### src/rtl/sp_ram_be_init.sv
// Single-port RAM with byte enables, RD_LAT-cycle registered read and a clear engine.
// Optional per-byte even parity is enabled by defining SP_RAM_PARITY_EN.
module sp_ram_be_init #(
  parameter int DATA_W    = 32,
  parameter int ADDR_W    = 4,
  parameter int RAM_DEPTH = 16,
  parameter int RD_LAT    = 1,
  parameter int RDW_MODE  = 0
) (
  input  logic                clk,
  input  logic                rst_n,
  input  logic                cs,
  input  logic                we,
  input  logic                oe,
  input  logic [ADDR_W-1:0]   addr,
  input  logic [DATA_W-1:0]   wdata,
  input  logic [DATA_W/8-1:0] be,
  input  logic                clr,
`ifdef SP_RAM_PARITY_EN
  input  logic                perr_inject,
  output logic [DATA_W/8-1:0] rd_perr,
`endif
  output logic [DATA_W-1:0]   rdata,
  output logic                rvalid,
  output logic                busy,
  output logic                addr_err
);

  localparam int NB = DATA_W / 8;
  localparam int IW = (RAM_DEPTH > 1) ? $clog2(RAM_DEPTH) : 1;
  localparam logic [ADDR_W:0] DEPTH_A  = (ADDR_W+1)'(RAM_DEPTH);
  localparam logic [IW-1:0]   LAST_IDX = IW'(RAM_DEPTH - 1);
`ifdef SP_RAM_PARITY_EN
  localparam int PW = DATA_W + NB;
`else
  localparam int PW = DATA_W;
`endif

  typedef enum logic [1:0] {S_INIT, S_IDLE, S_CLEAR} state_t;

  state_t          state_q, state_d;
  logic [IW-1:0]   cnt_q, cnt_d;
  logic [DATA_W-1:0] mem [RAM_DEPTH];

  logic              in_range, acc, wr_acc, rd_acc;
  logic [IW-1:0]     idx;
  logic [DATA_W-1:0] old_word, merged, rd_word;
  logic              s1_v_d, s1_e_d;
  logic [PW-1:0]     s1_pl_d;
  logic              p_v, p_e;
  logic [PW-1:0]     p_pl;
  logic              rvalid_q, rvalid_d, addr_err_q, addr_err_d;
  logic [PW-1:0]     rpl_q, rpl_d;

  always_comb begin
    state_d = state_q;
    cnt_d   = cnt_q;
    unique case (state_q)
      S_INIT, S_CLEAR: begin
        cnt_d = cnt_q + 1'b1;
        if (cnt_q == LAST_IDX) begin
          state_d = S_IDLE;
          cnt_d   = '0;
        end
      end
      S_IDLE: begin
        if (clr) begin
          state_d = S_CLEAR;
          cnt_d   = '0;
        end
      end
      default: state_d = S_INIT;
    endcase
  end

  always_ff @(posedge clk or negedge rst_n) begin
    if (!rst_n) begin
      state_q <= S_INIT;
      cnt_q   <= '0;
    end else begin
      state_q <= state_d;
      cnt_q   <= cnt_d;
    end
  end

  assign busy     = (state_q != S_IDLE);
  assign in_range = ({1'b0, addr} < DEPTH_A);
  assign idx      = addr[IW-1:0];
  assign acc      = !busy && cs && (we || oe);
  assign wr_acc   = acc && we && in_range;
  assign rd_acc   = acc && oe;
  assign old_word = mem[idx];

  // merged doubles as the write word: be=0 leaves the stored word unchanged
  always_comb begin
    merged = old_word;
    for (int i = 0; i < NB; i++)
      if (be[i]) merged[8*i +: 8] = wdata[8*i +: 8];
    rd_word = old_word;
    if (!in_range)                    rd_word = '0;
    else if (RDW_MODE == 1 && wr_acc) rd_word = merged;
  end

  always_ff @(posedge clk) begin
    if (busy)        mem[cnt_q] <= '0;
    else if (wr_acc) mem[idx]   <= merged;
  end

`ifdef SP_RAM_PARITY_EN
  logic [NB-1:0] par_mem [RAM_DEPTH];
  logic [NB-1:0] par_old, par_new, par_rd, perr_s0;

  assign par_old = par_mem[idx];

  always_comb begin
    par_new = par_old;
    perr_s0 = '0;
    for (int i = 0; i < NB; i++)
      if (be[i]) par_new[i] = (^wdata[8*i +: 8]) ^ perr_inject;
    par_rd = (RDW_MODE == 1 && wr_acc) ? par_new : par_old;
    for (int i = 0; i < NB; i++)
      perr_s0[i] = in_range & ((^rd_word[8*i +: 8]) ^ par_rd[i]);
  end

  always_ff @(posedge clk) begin
    if (busy)        par_mem[cnt_q] <= '0;
    else if (wr_acc) par_mem[idx]   <= par_new;
  end

  assign s1_pl_d = {perr_s0, rd_word};
  assign rd_perr = rpl_q[PW-1:DATA_W];
`else
  assign s1_pl_d = rd_word;
`endif

  // a write-only out-of-range access still travels the pipe to time addr_err
  assign s1_v_d = rd_acc;
  assign s1_e_d = acc && !in_range;

  generate
    if (RD_LAT == 2) begin : g_lat2
      logic          s1_v_q, s1_e_q;
      logic [PW-1:0] s1_pl_q;
      always_ff @(posedge clk or negedge rst_n) begin
        if (!rst_n) begin
          s1_v_q  <= 1'b0;
          s1_e_q  <= 1'b0;
          s1_pl_q <= '0;
        end else begin
          s1_v_q  <= s1_v_d;
          s1_e_q  <= s1_e_d;
          s1_pl_q <= s1_pl_d;
        end
      end
      assign p_v  = s1_v_q;
      assign p_e  = s1_e_q;
      assign p_pl = s1_pl_q;
    end else begin : g_lat1
      assign p_v  = s1_v_d;
      assign p_e  = s1_e_d;
      assign p_pl = s1_pl_d;
    end
  endgenerate

  always_comb begin
    rvalid_d   = p_v;
    addr_err_d = p_e;
    rpl_d      = p_v ? p_pl : rpl_q;
  end

  always_ff @(posedge clk or negedge rst_n) begin
    if (!rst_n) begin
      rvalid_q   <= 1'b0;
      addr_err_q <= 1'b0;
      rpl_q      <= '0;
    end else begin
      rvalid_q   <= rvalid_d;
      addr_err_q <= addr_err_d;
      rpl_q      <= rpl_d;
    end
  end

  assign rvalid   = rvalid_q;
  assign addr_err = addr_err_q;
  assign rdata    = rpl_q[DATA_W-1:0];

endmodule

### config.mk
export PLATFORM = sky130hd
export DESIGN_NAME = sp_ram_be_init
export DESIGN_NICKNAME = d
export VERILOG_FILES = /design/src/rtl/sp_ram_be_init.sv
export SDC_FILE = /design/constraint.sdc
export NUM_CORES = 1
export LEC_CHECK = 0
export ABC_AREA = 1
export BUFFER_PORTS_ARGS = -buffer_cell sky130_fd_sc_hd__buf_4
export CAP_MARGIN = 15
export CORE_MARGIN = 5
export CORE_UTILIZATION = 60
export DETAILED_ROUTE_END_ITERATION = 16
export PLACE_DENSITY = 0.83
export SLEW_MARGIN = 10
export SYNTH_ARGS = -nofsm -noshare
export SYNTH_HDL_FRONTEND = slang
export SYNTH_SLANG_ARGS = --single-unit
### constraint.sdc
create_clock -name clk -period 8.2 [get_ports clk]
set_input_delay 1.64 -clock clk [delete_from_list [all_inputs] [get_ports clk]]
set_output_delay 1.64 -clock clk [all_outputs]
set_load 0.05 [all_outputs]
* Word level (Yosys, flattened, before mapping)
Memories as Yosys holds them, arrays and structs flattened.
Cells that the tools add are included.
** Word-level totals
- Memory bits (writable) :: 512
- Input bits :: 46
- Logic and storage cells :: 42
- Register bits :: 39
- Memories :: 1
- Output and inout bits :: 35
** Cells by class
- Eq/ne operators :: 6
- Multiplexer cells :: 18
- Reduce and logical (&&, ||, !) cells :: 12
- Add/subtract/negate cells :: 1
** Memories
- mem :: depth 16, width 32, rd ports 1, clocked after memory_dff 0, wr ports 1, RTL line 43 : logic [DATA_W-1:0] mem [RAM_DEPTH];
** Operators with widths (number)
- $mux 32 :: 1
- $mux 8 :: 4
- $reduce_or 32->1 :: 1
- $mux 4 :: 3
- $pmux 4 s2 :: 1
- $mux 1 :: 6
- $add 4x1->4 const B :: 1
- $eq 4x4->1 const B :: 1
- $logic_and 1x1->1 :: 4
- $mux 2 :: 2
- $ne 2x2->1 const B :: 2
- $pmux 2 s2 :: 1
- $reduce_and 2->1 :: 2
- $eq 2x1->1 const B :: 1
- $eq 2x2->1 const B :: 1
- $logic_not 2->1 :: 1
- $ne 2x1->1 const B :: 1
- $reduce_bool 2->1 :: 1
- $reduce_or 2->1 :: 1
- $logic_not 1->1 :: 1
- $logic_or 1x1->1 :: 1

* Longest topological paths before layout
- Depth in word-level cells :: 10
- Mapped depth :: 12
- Depth with buffers taken out :: 9

* Least setup slack after synthesis
Ideal clock, no wire load.
- Kind :: in2reg
- Start :: in addr[0]
- End :: mem mem[11][0], enable pin
- Path buffers :: 3
- Setup slack :: 4.005 ns
- Setup time :: 0.421 ns
- Data arrival time :: 3.774 ns
- Cell stages on the path :: 7
- Required time :: 7.779 ns
- Cells stage by stage :: buf_4 inv_4 buf_6 buf_4 o21ai_1 nand2_1 nor2_1
** Between the ends
- Word-level cells in the longest chain between the ends :: 1
** RTL lines
- from (decl) :: RTL line 15 : input logic [ADDR_W-1:0] addr,
- $mux 4 (no source line)
- to (decl) :: RTL line 43
No other way between the ends.

* Worst setup path after layout
- Start :: in addr[0]
- End :: mem mem[15][13], data pin
** Between the ends
- Word-level cells in the longest chain between the ends :: 3
** RTL lines
- $mem_v2 16x32
- $mux 8 :: RTL line 98 : if (be[i]) merged[8*i +: 8] = wdata[8*i +: 8];
- $mux 32 (no source line)
No other way between the ends.

==> metrics.yaml <==
global_route:
  grt_max_degree: 99
  grt_overflow: 0
  antenna_found_initial: 0
  track_usage: 0.2630
  grt_pass1_wl_mm: 91.25
  grt_pass1_vias: 17170
clocking:
  clk_pin_slew_ns: 0.06
  post_cts_buffers: 0
  htreeDepth: 2
  insertion_delay_ns: 0.59
  cts_tree: "built"
  ctsHoldBuffers: 0
  clockBufferDepth: 3
  cts_resized: 0
  clock_tree.root_cell: "clkbuf_16"
  cts_buffers: 53
  cts.sinks: 551
sta:
  clock_skew_ns: 0.02125
  rsz0062_at_grt: "false"
  fin_setup_tns_ns: 0
  setup-violations-final: 0
  finalHoldViolCount: 0
  tightest_slew_ns: 1.100
  min_period_over_period: 0.6197
  slew_viol_final: 0
  fmax_ghz: 0.1968
  period_minus_slack_ns: 5.081
  relSlewSlack: 0.2669
logic_synthesis:
  syn_nets: 2428
  synth_top_cell_area_share: 0.6401
  synth_cells: 2381
  yosys-top-cells-area: "edfxtp_1 (64%), nand2_1 (15%), nand3_1 (7.5%)"
  ys_seq_elements: 551
  ys_types: 24
  synth_largest_area_cell: "edfxtp_1"
  syn_avg_cell_area_um2: 10.09
  synth_area_um2: 24020
  yosys_warnings: 0
  ys_seq_area_frac: 0.6807
  ys_async_sr_fraction: 0.07078
  synth_edf_count: 512
  synthFlopType: "edfxtp_1"
floorplan:
  die_h_um: 210.1
  core_region_area_um2: 39640
  dieArea_um2: 44130
  dieWidth_um: 210.1
  num_io_pins: 81
  start_util: 0.6059
  fp-row-count: 73
route:
  drtIter0Drc: 1821
  num_vias: 16890
  wl_per_cell_um: 19.45
  avgViaCountPerCell: 5.661
  totalWireLength_mm: 58.01
  final_antenna_net_count: 0
  drtPass1Iterations: 5
  drc: 0
worst_setup_path:
  crit_path_end_kind: "flop"
  required_ns: 8.53
  startpoint_type: "input pin"
  path_class: "in -> reg"
  arrival_ns: 5.41
  path_max_fanout: 98
outcome:
  status: "complete, no violations"
final_layout:
  fin_nets: 2467
  multi_input_area_um2: 5907
  area_growth_pct: 10.23
  n_antenna_cell: 0
  nFillCells: 2827
  drive_gt1_frac: 0.08137
  layout.area.seq_um2: 16350
placement:
  dpl.hpwl_mm: 30.81
  globalplace.congestion: 0.7991
  io_buffers: 79
power_and_ir_drop:
  p_total_mw: 7.547
  max-vdd-ir-drop_mv: 0.1902
  p_leak_nw: 11.72
  pwr_density_cell_nw_per_um2: 285.0
run:
  cap_viol_max_count: 0
min_path:
  hold_class: "reg -> reg"
[cells in the final DEF, fill, tap and decap left out, types with 12 or more instances in the layout]
cell type,instances
clkbuf_16,53
nor2_1,67
inv_1,302
nand2_1,942
clkbuf_1,12
buf_4,100
nor2_4,17
dfrtp_1,39
clkinv_1,12
nand3_1,357
edfxtp_1,512
[logic make-up (layout without fill, tap and decap cells)]
logic type / count (synthesis) / in the layout / synth area share
AO/OA/AOI/OAI: 14 / 14 / 0.003699
AND/OR/NAND/NOR: 1385 / 1385 / 0.2360
adder cells (fa/ha/maj): 1 / 1 / 0.0005208
flip-flops: 551 / 551 / 0.6807
buffers and inverters: 428 / 505 / 0.07855
other: 1 / 1 / 0.0001561
XOR/XNOR: 1 / 1 / 0.0003647
[metrics by stage]
stage	hold slack, ns	util	instance area, um^2	setup slack [ns]	std cells
after floorplan	0.4982	-	24020	4.005	2381
after global placement	0.4644	0.6265	24840	2.850	2886
after detailed placement	0.4662	0.6287	24920	2.709	2890
after CTS	0.4847	0.6679	26480	3.301	2983
after global routing	0.5001	0.6679	26480	2.872	2983
final	0.4789	0.6679	26480	3.119	2983
[synthesized netlist by cell type (2+ instances only)]
cell type / number
inv_2: 2
buf_4: 13
nand3_1: 358
dfrtp_1: 39
inv_1: 304
nor2_1: 83
clkbuf_1: 21
o21ai_1: 2
o21ai_2: 2
buf_1: 9
edfxtp_1: 512
nand2_1: 942
o22ai_1: 4
buf_2: 57
buf_6: 21
o21ai_0: 4
[power breakdown]
group	switching, mW	internal, mW
clock network	0.999	1.24
logic	1.16	0.374
registers	0.142	3.64
total	2.30	5.25
[worst max-delay path: stages]
cell and delay [ns]:
buf_6 0.29, inv_6 0.65, buf_4 0.74, buf_4 0.86
nand2_1 0.14, nand2_1 0.12, nand2_1 0.06, nand3_1 0.10
nand3_1 0.12, nand3_1 0.13, nand2_1 0.06, inv_1 0.34
[metal layers]
metal,track usage,vias to the layer above,part of all wire
li1,-,7756,-
met1,0.3334,7989,0.36
met2,0.4490,940,0.50
met3,0.04405,202,0.091
met4,0.1199,0,0.043
met5,0,-,0
[layout make-up]
type / count / share of cell area
multi-input cells: 1402 / 0.2231
well taps: 525 / 0.02481
clock inverters: 25 / 0.005293
flip-flops and latches: 551 / 0.6176
repair buffers: 105 / 0.03209
inverters: 307 / 0.04381
clock buffers: 68 / 0.05335
[sequential cells by signal, indices dropped and copies added (netlist names)]
signal   flops
mem        512
rdata       32
cnt_q        4
state_q      2
rvalid       1
[path summary, 6_finish.rpt]
kind | startpoint | end | slack (ns) | depth (start not counted)
max | addr[0] | mem[15][13] | 3.12 | 12
min | rdata[16] | rdata[16] | 0.48 | 2
max reg2reg | state_q[0] | mem[15][17] | 4.48 | 7
min reg2reg | rdata[16] | rdata[16] | 0.48 | 2
max in group asynchronous | rst_n | rdata[11] | 6.67 | 1
min in group asynchronous | rst_n | rdata[31] | 1.08 | 1
Power figures use the tool's default switching activity.
